[src/rtl/decode_stage.sv]
// Registered instruction decode stage with valid/ready handshakes, two-word
// (header + immediate) instructions, synchronous flush and a handshake counter.
module decode_stage #(
    parameter int unsigned         NUM_REGS   = 8,
    parameter int unsigned         INSTR_W    = 16,
    parameter int unsigned         COND_W     = 2,
    parameter int unsigned         OPC_W      = 4,
    parameter int unsigned         SHIFT_W    = 4,
    parameter logic [OPC_W-1:0]    IMM_OPCODE = 4'b1111,
    parameter int unsigned         CNT_W      = 8
) (
    input  logic                          clk,
    input  logic                          rst,
    input  logic                          flush,
    input  logic                          in_valid,
    output logic                          in_ready,
    input  logic [INSTR_W-1:0]            in_instr,
    output logic                          out_valid,
    input  logic                          out_ready,
    output logic [COND_W-1:0]             out_cond,
    output logic [OPC_W-1:0]              out_opcode,
    output logic [$clog2(NUM_REGS)-1:0]   out_dest,
    output logic [$clog2(NUM_REGS)-1:0]   out_reg_1,
    output logic [$clog2(NUM_REGS)-1:0]   out_reg_2,
    output logic [SHIFT_W-1:0]            out_shift,
    output logic [NUM_REGS-1:0]           out_dest_en,
    output logic                          out_has_imm,
    output logic [INSTR_W-1:0]            out_imm,
    output logic [CNT_W-1:0]              decode_cnt
);

    localparam int unsigned REG_W    = $clog2(NUM_REGS);
    localparam int unsigned OPC_LSB  = INSTR_W - COND_W - OPC_W;
    localparam int unsigned DEST_LSB = OPC_LSB - REG_W;
    localparam int unsigned R1_LSB   = DEST_LSB - REG_W;
    localparam int unsigned R2_LSB   = R1_LSB - REG_W;

    typedef enum logic {S_HDR, S_IMM} state_t;

    state_t               r_state, w_state_nxt;
    logic [INSTR_W-1:0]   r_hold, w_hold_nxt;
    logic                 r_valid, w_valid_nxt;
    logic [COND_W-1:0]    r_cond, w_cond_nxt;
    logic [OPC_W-1:0]     r_opcode, w_opcode_nxt;
    logic [REG_W-1:0]     r_dest, w_dest_nxt;
    logic [REG_W-1:0]     r_reg_1, w_reg_1_nxt;
    logic [REG_W-1:0]     r_reg_2, w_reg_2_nxt;
    logic [SHIFT_W-1:0]   r_shift, w_shift_nxt;
    logic [NUM_REGS-1:0]  r_dest_en, w_dest_en_nxt;
    logic                 r_has_imm, w_has_imm_nxt;
    logic [INSTR_W-1:0]   r_imm, w_imm_nxt;
    logic [CNT_W-1:0]     r_cnt, w_cnt_nxt;

    logic                 w_in_fire;
    logic                 w_out_fire;
    logic [INSTR_W-1:0]   w_src;
    logic [OPC_W-1:0]     w_in_opc;

    assign in_ready   = !rst && !flush && (!r_valid || out_ready);
    assign w_in_fire  = in_valid && in_ready;
    assign w_out_fire = r_valid && out_ready;
    // Fields come from the held header when the incoming word is its immediate.
    assign w_src      = (r_state == S_IMM) ? r_hold : in_instr;
    assign w_in_opc   = in_instr[OPC_LSB +: OPC_W];

    always_comb begin
        w_state_nxt   = r_state;
        w_hold_nxt    = r_hold;
        w_valid_nxt   = r_valid;
        w_cond_nxt    = r_cond;
        w_opcode_nxt  = r_opcode;
        w_dest_nxt    = r_dest;
        w_reg_1_nxt   = r_reg_1;
        w_reg_2_nxt   = r_reg_2;
        w_shift_nxt   = r_shift;
        w_dest_en_nxt = r_dest_en;
        w_has_imm_nxt = r_has_imm;
        w_imm_nxt     = r_imm;
        w_cnt_nxt     = r_cnt + CNT_W'(w_out_fire);

        if (flush) begin
            w_valid_nxt   = 1'b0;
            w_dest_en_nxt = '0;
            w_state_nxt   = S_HDR;
            w_hold_nxt    = '0;
        end else begin
            if (w_out_fire) begin
                w_valid_nxt   = 1'b0;
                w_dest_en_nxt = '0;
            end
            if (w_in_fire) begin
                if (r_state == S_HDR && w_in_opc == IMM_OPCODE) begin
                    w_hold_nxt  = in_instr;
                    w_state_nxt = S_IMM;
                end else begin
                    w_cond_nxt    = w_src[INSTR_W-1 -: COND_W];
                    w_opcode_nxt  = w_src[OPC_LSB +: OPC_W];
                    w_dest_nxt    = w_src[DEST_LSB +: REG_W];
                    w_reg_1_nxt   = w_src[R1_LSB +: REG_W];
                    w_reg_2_nxt   = w_src[R2_LSB +: REG_W];
                    w_shift_nxt   = w_src[SHIFT_W-1:0];
                    w_dest_en_nxt = {{(NUM_REGS-1){1'b0}}, 1'b1} << w_src[DEST_LSB +: REG_W];
                    w_has_imm_nxt = (r_state == S_IMM);
                    w_imm_nxt     = (r_state == S_IMM) ? in_instr : '0;
                    w_valid_nxt   = 1'b1;
                    w_state_nxt   = S_HDR;
                end
            end
        end
    end

    always_ff @(posedge clk or posedge rst) begin
        if (rst) begin
            r_state   <= S_HDR;
            r_hold    <= '0;
            r_valid   <= 1'b0;
            r_cond    <= '0;
            r_opcode  <= '0;
            r_dest    <= '0;
            r_reg_1   <= '0;
            r_reg_2   <= '0;
            r_shift   <= '0;
            r_dest_en <= '0;
            r_has_imm <= 1'b0;
            r_imm     <= '0;
            r_cnt     <= '0;
        end else begin
            r_state   <= w_state_nxt;
            r_hold    <= w_hold_nxt;
            r_valid   <= w_valid_nxt;
            r_cond    <= w_cond_nxt;
            r_opcode  <= w_opcode_nxt;
            r_dest    <= w_dest_nxt;
            r_reg_1   <= w_reg_1_nxt;
            r_reg_2   <= w_reg_2_nxt;
            r_shift   <= w_shift_nxt;
            r_dest_en <= w_dest_en_nxt;
            r_has_imm <= w_has_imm_nxt;
            r_imm     <= w_imm_nxt;
            r_cnt     <= w_cnt_nxt;
        end
    end

    assign out_valid   = r_valid;
    assign out_cond    = r_cond;
    assign out_opcode  = r_opcode;
    assign out_dest    = r_dest;
    assign out_reg_1   = r_reg_1;
    assign out_reg_2   = r_reg_2;
    assign out_shift   = r_shift;
    assign out_dest_en = r_dest_en;
    assign out_has_imm = r_has_imm;
    assign out_imm     = r_imm;
    assign decode_cnt  = r_cnt;

endmodule
[config.mk]
export PLATFORM = sky130hd
export DESIGN_NAME = decode_stage
export DESIGN_NICKNAME = d
export VERILOG_FILES = /design/src/rtl/decode_stage.sv
export SDC_FILE = /design/constraint.sdc
export NUM_CORES = 1
export LEC_CHECK = 0
export BUFFER_PORTS_ARGS = -buffer_cell sky130_fd_sc_hd__clkbuf_2
export CAP_MARGIN = 5
export CORE_AREA = 2 2 80 82
export DETAILED_ROUTE_END_ITERATION = 12
export DIE_AREA = 0 0 82 84
export MAX_ROUTING_LAYER = met4
export PLACE_DENSITY = 0.75
export SYNTH_ARGS = -nofsm -noshare
export SYNTH_HDL_FRONTEND = slang
export SYNTH_SLANG_ARGS = --single-unit
[constraint.sdc]
create_clock -name clk -period 2.7 [get_ports clk]
set_input_delay 0.27 -clock clk [delete_from_list [all_inputs] [get_ports clk]]
set_output_delay 0.27 -clock clk [all_outputs]
set_load 0.02 [all_outputs]
; Yosys cells after proc, flatten, opt, wreduce, memory -nomap -nowiden
; Cells that the tools add are included.
[classes]
magnitude_cmp = 0
n_shift = 1
eq_ne = 1
n_bitwise = 3
add_sub_neg = 1
mux = 16
n_div = 0
multipliers = 0
reduce_logical = 13
[ops]
columns = operator, count
row1 = $mux 16, 5
row2 = $mux 8, 4
row3 = $add 8x1->8, 1
row4 = $shl 1x3->8 const A, 1
row5 = $mux 1, 7
row6 = $logic_and 1x1->1, 5
row7 = $eq 4x4->1 const B, 1
row8 = $reduce_bool 2->1, 2
row9 = $logic_not 1->1, 3
row10 = $not 1->1, 3
row11 = $reduce_and 3->1, 1
row12 = $reduce_and 2->1, 1
row13 = $logic_or 1x1->1, 1
[totals]
ramBits = 0
romBits = 0
ff_bits = 70
out_inout_bits = 54
latch_bits = 0
memories = 0

; Depth between registers and ports, before layout
[logic_depth]
ltp_word = 6
ltp_mapped = 6
depth_no_buf = 5

; Worst setup path before layout
; Ideal clock, no wire load.
[synth_timing]
path_type = input -> register
startpoint = in rst
endpoint = reg r_cond[0], in the netlist out_cond[0]
setup_slack_ns = -0.360
t_arrival_ns = 2.935
setup_ns = 0.125
path_buffers = 2
stages = 6
path_cell_list = inv_1 -> nand4_2 -> nor2b_1 -> buf_6 -> buf_6 -> mux2_4
[synth_via]
elab_chain_cells = 5
[synth_lines]
columns = element, line
row1 = from (decl), 13  ; input logic rst,
row2 = $logic_not 1->1 (no source line), --
row3 = $logic_and 1x1->1 (2 in a row), 59  ; assign in_ready = !rst && !flush && (!r_valid || out_ready);
row4 = $logic_and 1x1->1, 60  ; assign w_in_fire = in_valid && in_ready;
row5 = $reduce_and 3->1 (no source line), --
row6 = to (signal assigned), 131  ; r_cond <= w_cond_nxt;
row7 = to (decl), 43  ; logic [COND_W-1:0] r_cond, w_cond_nxt;
; No other way between the ends.
; A chain may end at the register's enable or synchronous reset.

; Worst setup path in the final report
[layout_timing]
startpoint = in rst
endpoint = out in_ready
[layout_via]
elab_chain_cells = 3
[layout_lines]
columns = element, line
row1 = $logic_not 1->1 (no source line), --
row2 = $logic_and 1x1->1 (2 in a row), 59
row3 = to (decl), 16  ; output logic in_ready,
; No other way between the ends.

==> metrics.csv <==
stage,metric,value,unit
clock_tree,count of buffers added by post-CTS timing repair for setup,0,
clock_tree,CTS H-tree depth,3,
hold_path,worst min path class,in2reg,
power_and_ir_drop,Lkg Pwr,1.83,nW
placed_design,routability congestion estimate from global placement,0.839,
floorplanning,starting density of the core,51.1,%
critical_path,arrival time worst endpoint,1.53,ns
route,number of optimization iterations in the first detailed-route pass,4,
critical_path,endpoint kind of the worst setup timing path,output pin,
clock_tree,clock latency at the later pin of the worst-skew pair,0.33,ns
global_routing,wire length of the first global-routing pass,10100,um
sta,final number of setup-violating endpoints,0,
critical_path,R2R Path Start,r_state$_DFFE_PP0P_,
hold_path,Hold Path Depth,3,
layout,Nets,373,
route,post-route DRC violation count,0,
layout,fraction of layout instances using a drive strength above 1,36.7,%
sta,actual transition at the worst max-transition pin,0.840,ns
layout,synthesis-to-layout area growth,18.4,%
sta,Max-slew headroom,44.0,%
floorplanning,die extent in x,82,um
layout,post-route design area,3690,um^2
clock_tree,clock buffer depth,2,
power_and_ir_drop,portion of total power attributed to sequential cells,50.3,%
layout,Reg area,1680,um^2
floorplanning,number of standard-cell rows in the floorplan,29,
sta,setup repair after global routing missed its margin,no,
critical_path,start-to-end type of the worst setup path,in2out,
global_routing,number of global-route vias before repair,2119,
status,run status,finished clean,
power_and_ir_drop,Clk pwr share,30.6,%
layout,fillers,536,
placed_design,HPWL after DPL,4140,um
critical_path,CP startpoint kind,input port,
sta,total negative setup slack,0,ns
global_routing,Total GRT Usage,19.6,%
logic_synthesis,"top cells by area, synth","sky130_fd_sc_hd__dfrtp_1, sky130_fd_sc_hd__mux2i_1, sky130_fd_sc_hd__mux2_4",
clock_tree,clock slew seen by the registers of the worst setup and hold paths,0.07,ns
route,DR iter-0 viols,101,
power_and_ir_drop,proportion of total power due to net switching,29.5,%
logic_synthesis,flip-flop and latch count after synthesis,67,
power_and_ir_drop,power density over cell area,626,nW/um^2
sta,crit path time final,1.80,ns
sta,number of hold-slack violations in the final timing report,0,
floorplanning,CORE AREA,6100,um^2
critical_path,largest fanout on the critical path,68,
logic_synthesis,number of nets produced by synthesis,300,
run,count of max-cap constraint violations,0,
placed_design,pre-CTS setup slack,0.837,ns
layout,final standard cell utilization of the core,60.5,%
power_and_ir_drop,cell-internal power,1.63,mW
global_routing,grt ovf,0,
logic_synthesis,number of standard cells after synthesis,277,
layout,area taken by multi-input logic gates,1220,um^2
route,Vias,2183,
hold_path,launch point of the worst hold path,in_instr[4],
logic_synthesis,portion of synthesized cell area occupied by the leading cell type,53.8,%
global_routing,pin count of the biggest net entering global routing,69,
clock_tree,root buffer selected by CTS,sky130_fd_sc_hd__clkbuf_8,
sta,fin crit share,66.6,%
power_and_ir_drop,power consumption,2.31,mW
floorplanning,DIE AREA,6890,um^2
clock_tree,hold buffers post-CTS,0,
logic_synthesis,portion of the post-synthesis area used by sequential elements,53.8,%
power_and_ir_drop,combinational share of power,19.2,%
logic_synthesis,synth warn,0,
layout,antenna fix cells,0,
route,count of nets left with antenna violations after detail routing,0,
critical_path,FF-to-FF End,out_dest_en[0]$_DFF_PP0_,
clock_tree,sink count of the clock tree,67,
logic_synthesis,number of unique standard cell types used by synthesis,32,
logic_synthesis,post-synthesis cell type with the largest combined area,sky130_fd_sc_hd__dfrtp_1,
floorplanning,num ports,75,
sta,Max Clk Rate,557,MHz
clock_tree,TritonCTS clock tree,built,
floorplanning,overall die height,84,um
power_and_ir_drop,maximum vdd ir drop,337,uV
placed_design,cell area after placement,3530,um^2
hold_path,terminating pin of the worst hold path,out_imm[4]$_DFFE_PP0P_,
route,average wire per cell in the routed design,14.0,um
logic_synthesis,"Cell Area, Synth",3110,um^2
logic_synthesis,Post-Syn Area per Cell,11.2,um^2
clock_tree,number of buffers created by CTS,9,
placed_design,I/O Buffers,74,
route,routed via count divided by cell count,5.06,
critical_path,cell depth of the worst flop-to-flop path,5,
critical_path,critical path data required time,2.43,ns
sta,final critical-path setup slack,0.903,ns
sta,pins over their slew limit,0,
sta,clock skew after layout,0.00907,ns
power_and_ir_drop,Net Switching,681,uW
route,Final Routed Wirelength,6030,um
critical_path,worst-case register-to-register setup slack,0.91,ns
global_routing,number of antenna violations at the first check in global routing,0,
clock_tree,number of resized instances in the post-cts repair step,0,
[power groups by stage]
stage / clock network, mW / registers (mW) / logic, mW
after floorplan: 0 / 1.28 / 0.197
after global routing: 0.777 / 1.17 / 0.478
after CTS: 0.724 / 1.16 / 0.450
after detailed placement: 0 / 1.18 / 0.448
after global placement: 0 / 1.18 / 0.442
final: 0.706 / 1.16 / 0.442
[final cells by class]
cell class / instances / area share, %
tap: 77 / 2.61
sequential: 67 / 45.5
timing repair buffer: 80 / 11.3
clock inverter: 2 / 0.339
inverter: 31 / 3.26
clock buffer: 13 / 4.04
multi-input combinational: 161 / 33.0
[registers in the layout (all words and copies together), names as in the netlist, 2 cells and up]
signal	flops
decode_cnt	8
out_reg_2	3
out_imm	16
out_opcode	4
out_dest_en	8
out_cond	2
out_reg_1	3
r_hold	16
out_dest	3
[how the worst max path moves through the flow]
stage	from	endpoint	slack, ns	cells past startpoint
6_report	rst	in_ready	0.90	5
3_5_place_dp	rst	in_ready	0.84	5
4_1_cts	rst	in_ready	0.84	5
3_3_place_gp	rst	in_ready	0.84	5
5_1_grt	rst	in_ready	0.71	5
2_1_floorplan	rst	out_cond[0]$_DFFE_PP0P_	0.25	6
[worst max-delay path, stage by stage]
cell,delay (ns)
sky130_fd_sc_hd__clkbuf_2,0.10
sky130_fd_sc_hd__clkinvlp_4,0.07
sky130_fd_sc_hd__buf_4,0.65
sky130_fd_sc_hd__and3_1,0.26
sky130_fd_sc_hd__clkbuf_2,0.16
[placed cells by master (no fill, tap or decap), drive strengths merged]
| master | Yosys | routed |
|---|---|---|
| mux2 | 20 | 20 |
| and2 | 2 | 2 |
| buf | 10 | 6 |
| a211o | 1 | 1 |
| o21a | 1 | 1 |
| nand2 | 43 | 43 |
| nor3 | 12 | 12 |
| clkinvlp | 0 | 2 |
| clkbuf | 8 | 87 |
| nand4 | 2 | 2 |
| xor2 | 2 | 2 |
| o32ai | 4 | 4 |
| xnor2 | 4 | 4 |
| nor2b | 2 | 2 |
| ha | 2 | 2 |
| a31o | 13 | 13 |
| o21ai | 11 | 11 |
| dfrtp | 67 | 67 |
| nand2b | 2 | 2 |
| clkinv | 0 | 1 |
| o21bai | 1 | 1 |
| and3 | 3 | 3 |
| a21o | 4 | 4 |
| nand3 | 4 | 4 |
| or2 | 1 | 1 |
| nor2 | 3 | 3 |
| inv | 31 | 30 |
| mux2i | 24 | 24 |
[cells by family (layout without fill, tap and decap cells)]
family                   Yosys count  after routing  share of synthesized area [%]
XOR/XNOR                           6              6                           1.69
adder cells (fa/ha/maj)            2              2                          0.803
AO/OA/AOI/OAI                     35             35                           8.28
buffers and inverters             49            126                           7.31
multiplexers                      44             44                           16.6
AND/OR/NAND/NOR                   74             74                           11.5
flip-flops                        67             67                           53.8
[synthesized netlist by cell type]
library cell / count
sky130_fd_sc_hd__a21o_1: 4
sky130_fd_sc_hd__nand4_2: 1
sky130_fd_sc_hd__nand4_4: 1
sky130_fd_sc_hd__clkbuf_1: 8
sky130_fd_sc_hd__inv_1: 31
sky130_fd_sc_hd__o32ai_1: 4
sky130_fd_sc_hd__nor2_1: 3
sky130_fd_sc_hd__xor2_1: 2
sky130_fd_sc_hd__nor3_1: 12
sky130_fd_sc_hd__a211o_1: 1
sky130_fd_sc_hd__xnor2_1: 4
sky130_fd_sc_hd__o21ai_1: 1
sky130_fd_sc_hd__nand2_1: 43
sky130_fd_sc_hd__mux2_2: 6
sky130_fd_sc_hd__nor2b_1: 1
sky130_fd_sc_hd__nand2b_1: 2
sky130_fd_sc_hd__and2_1: 2
sky130_fd_sc_hd__nand3_1: 4
sky130_fd_sc_hd__mux2i_1: 24
sky130_fd_sc_hd__o21bai_1: 1
sky130_fd_sc_hd__a31o_2: 13
sky130_fd_sc_hd__buf_4: 5
sky130_fd_sc_hd__o21ai_0: 10
sky130_fd_sc_hd__buf_6: 3
sky130_fd_sc_hd__mux2_4: 14
sky130_fd_sc_hd__buf_2: 2
sky130_fd_sc_hd__o21a_1: 1
sky130_fd_sc_hd__nor2b_4: 1
sky130_fd_sc_hd__ha_1: 2
sky130_fd_sc_hd__or2_1: 1
sky130_fd_sc_hd__dfrtp_1: 67
sky130_fd_sc_hd__and3_1: 3
[through the flow]
stage          hold slack (ns)  std cells
2_1_floorplan            0.368        277
3_3_place_gp             0.459        416
5_1_grt                  0.165        431
6_report                 0.168        431
3_5_place_dp             0.466        416
4_1_cts                  0.155        431
[layer usage]
metal	global-route usage, %	part of all wire [%]
met2	27.7	47
met4	8.79	1.7
met3	3.57	4.2
met1	27.4	47
met5	-	0
(Power assumes the default switching activity.)
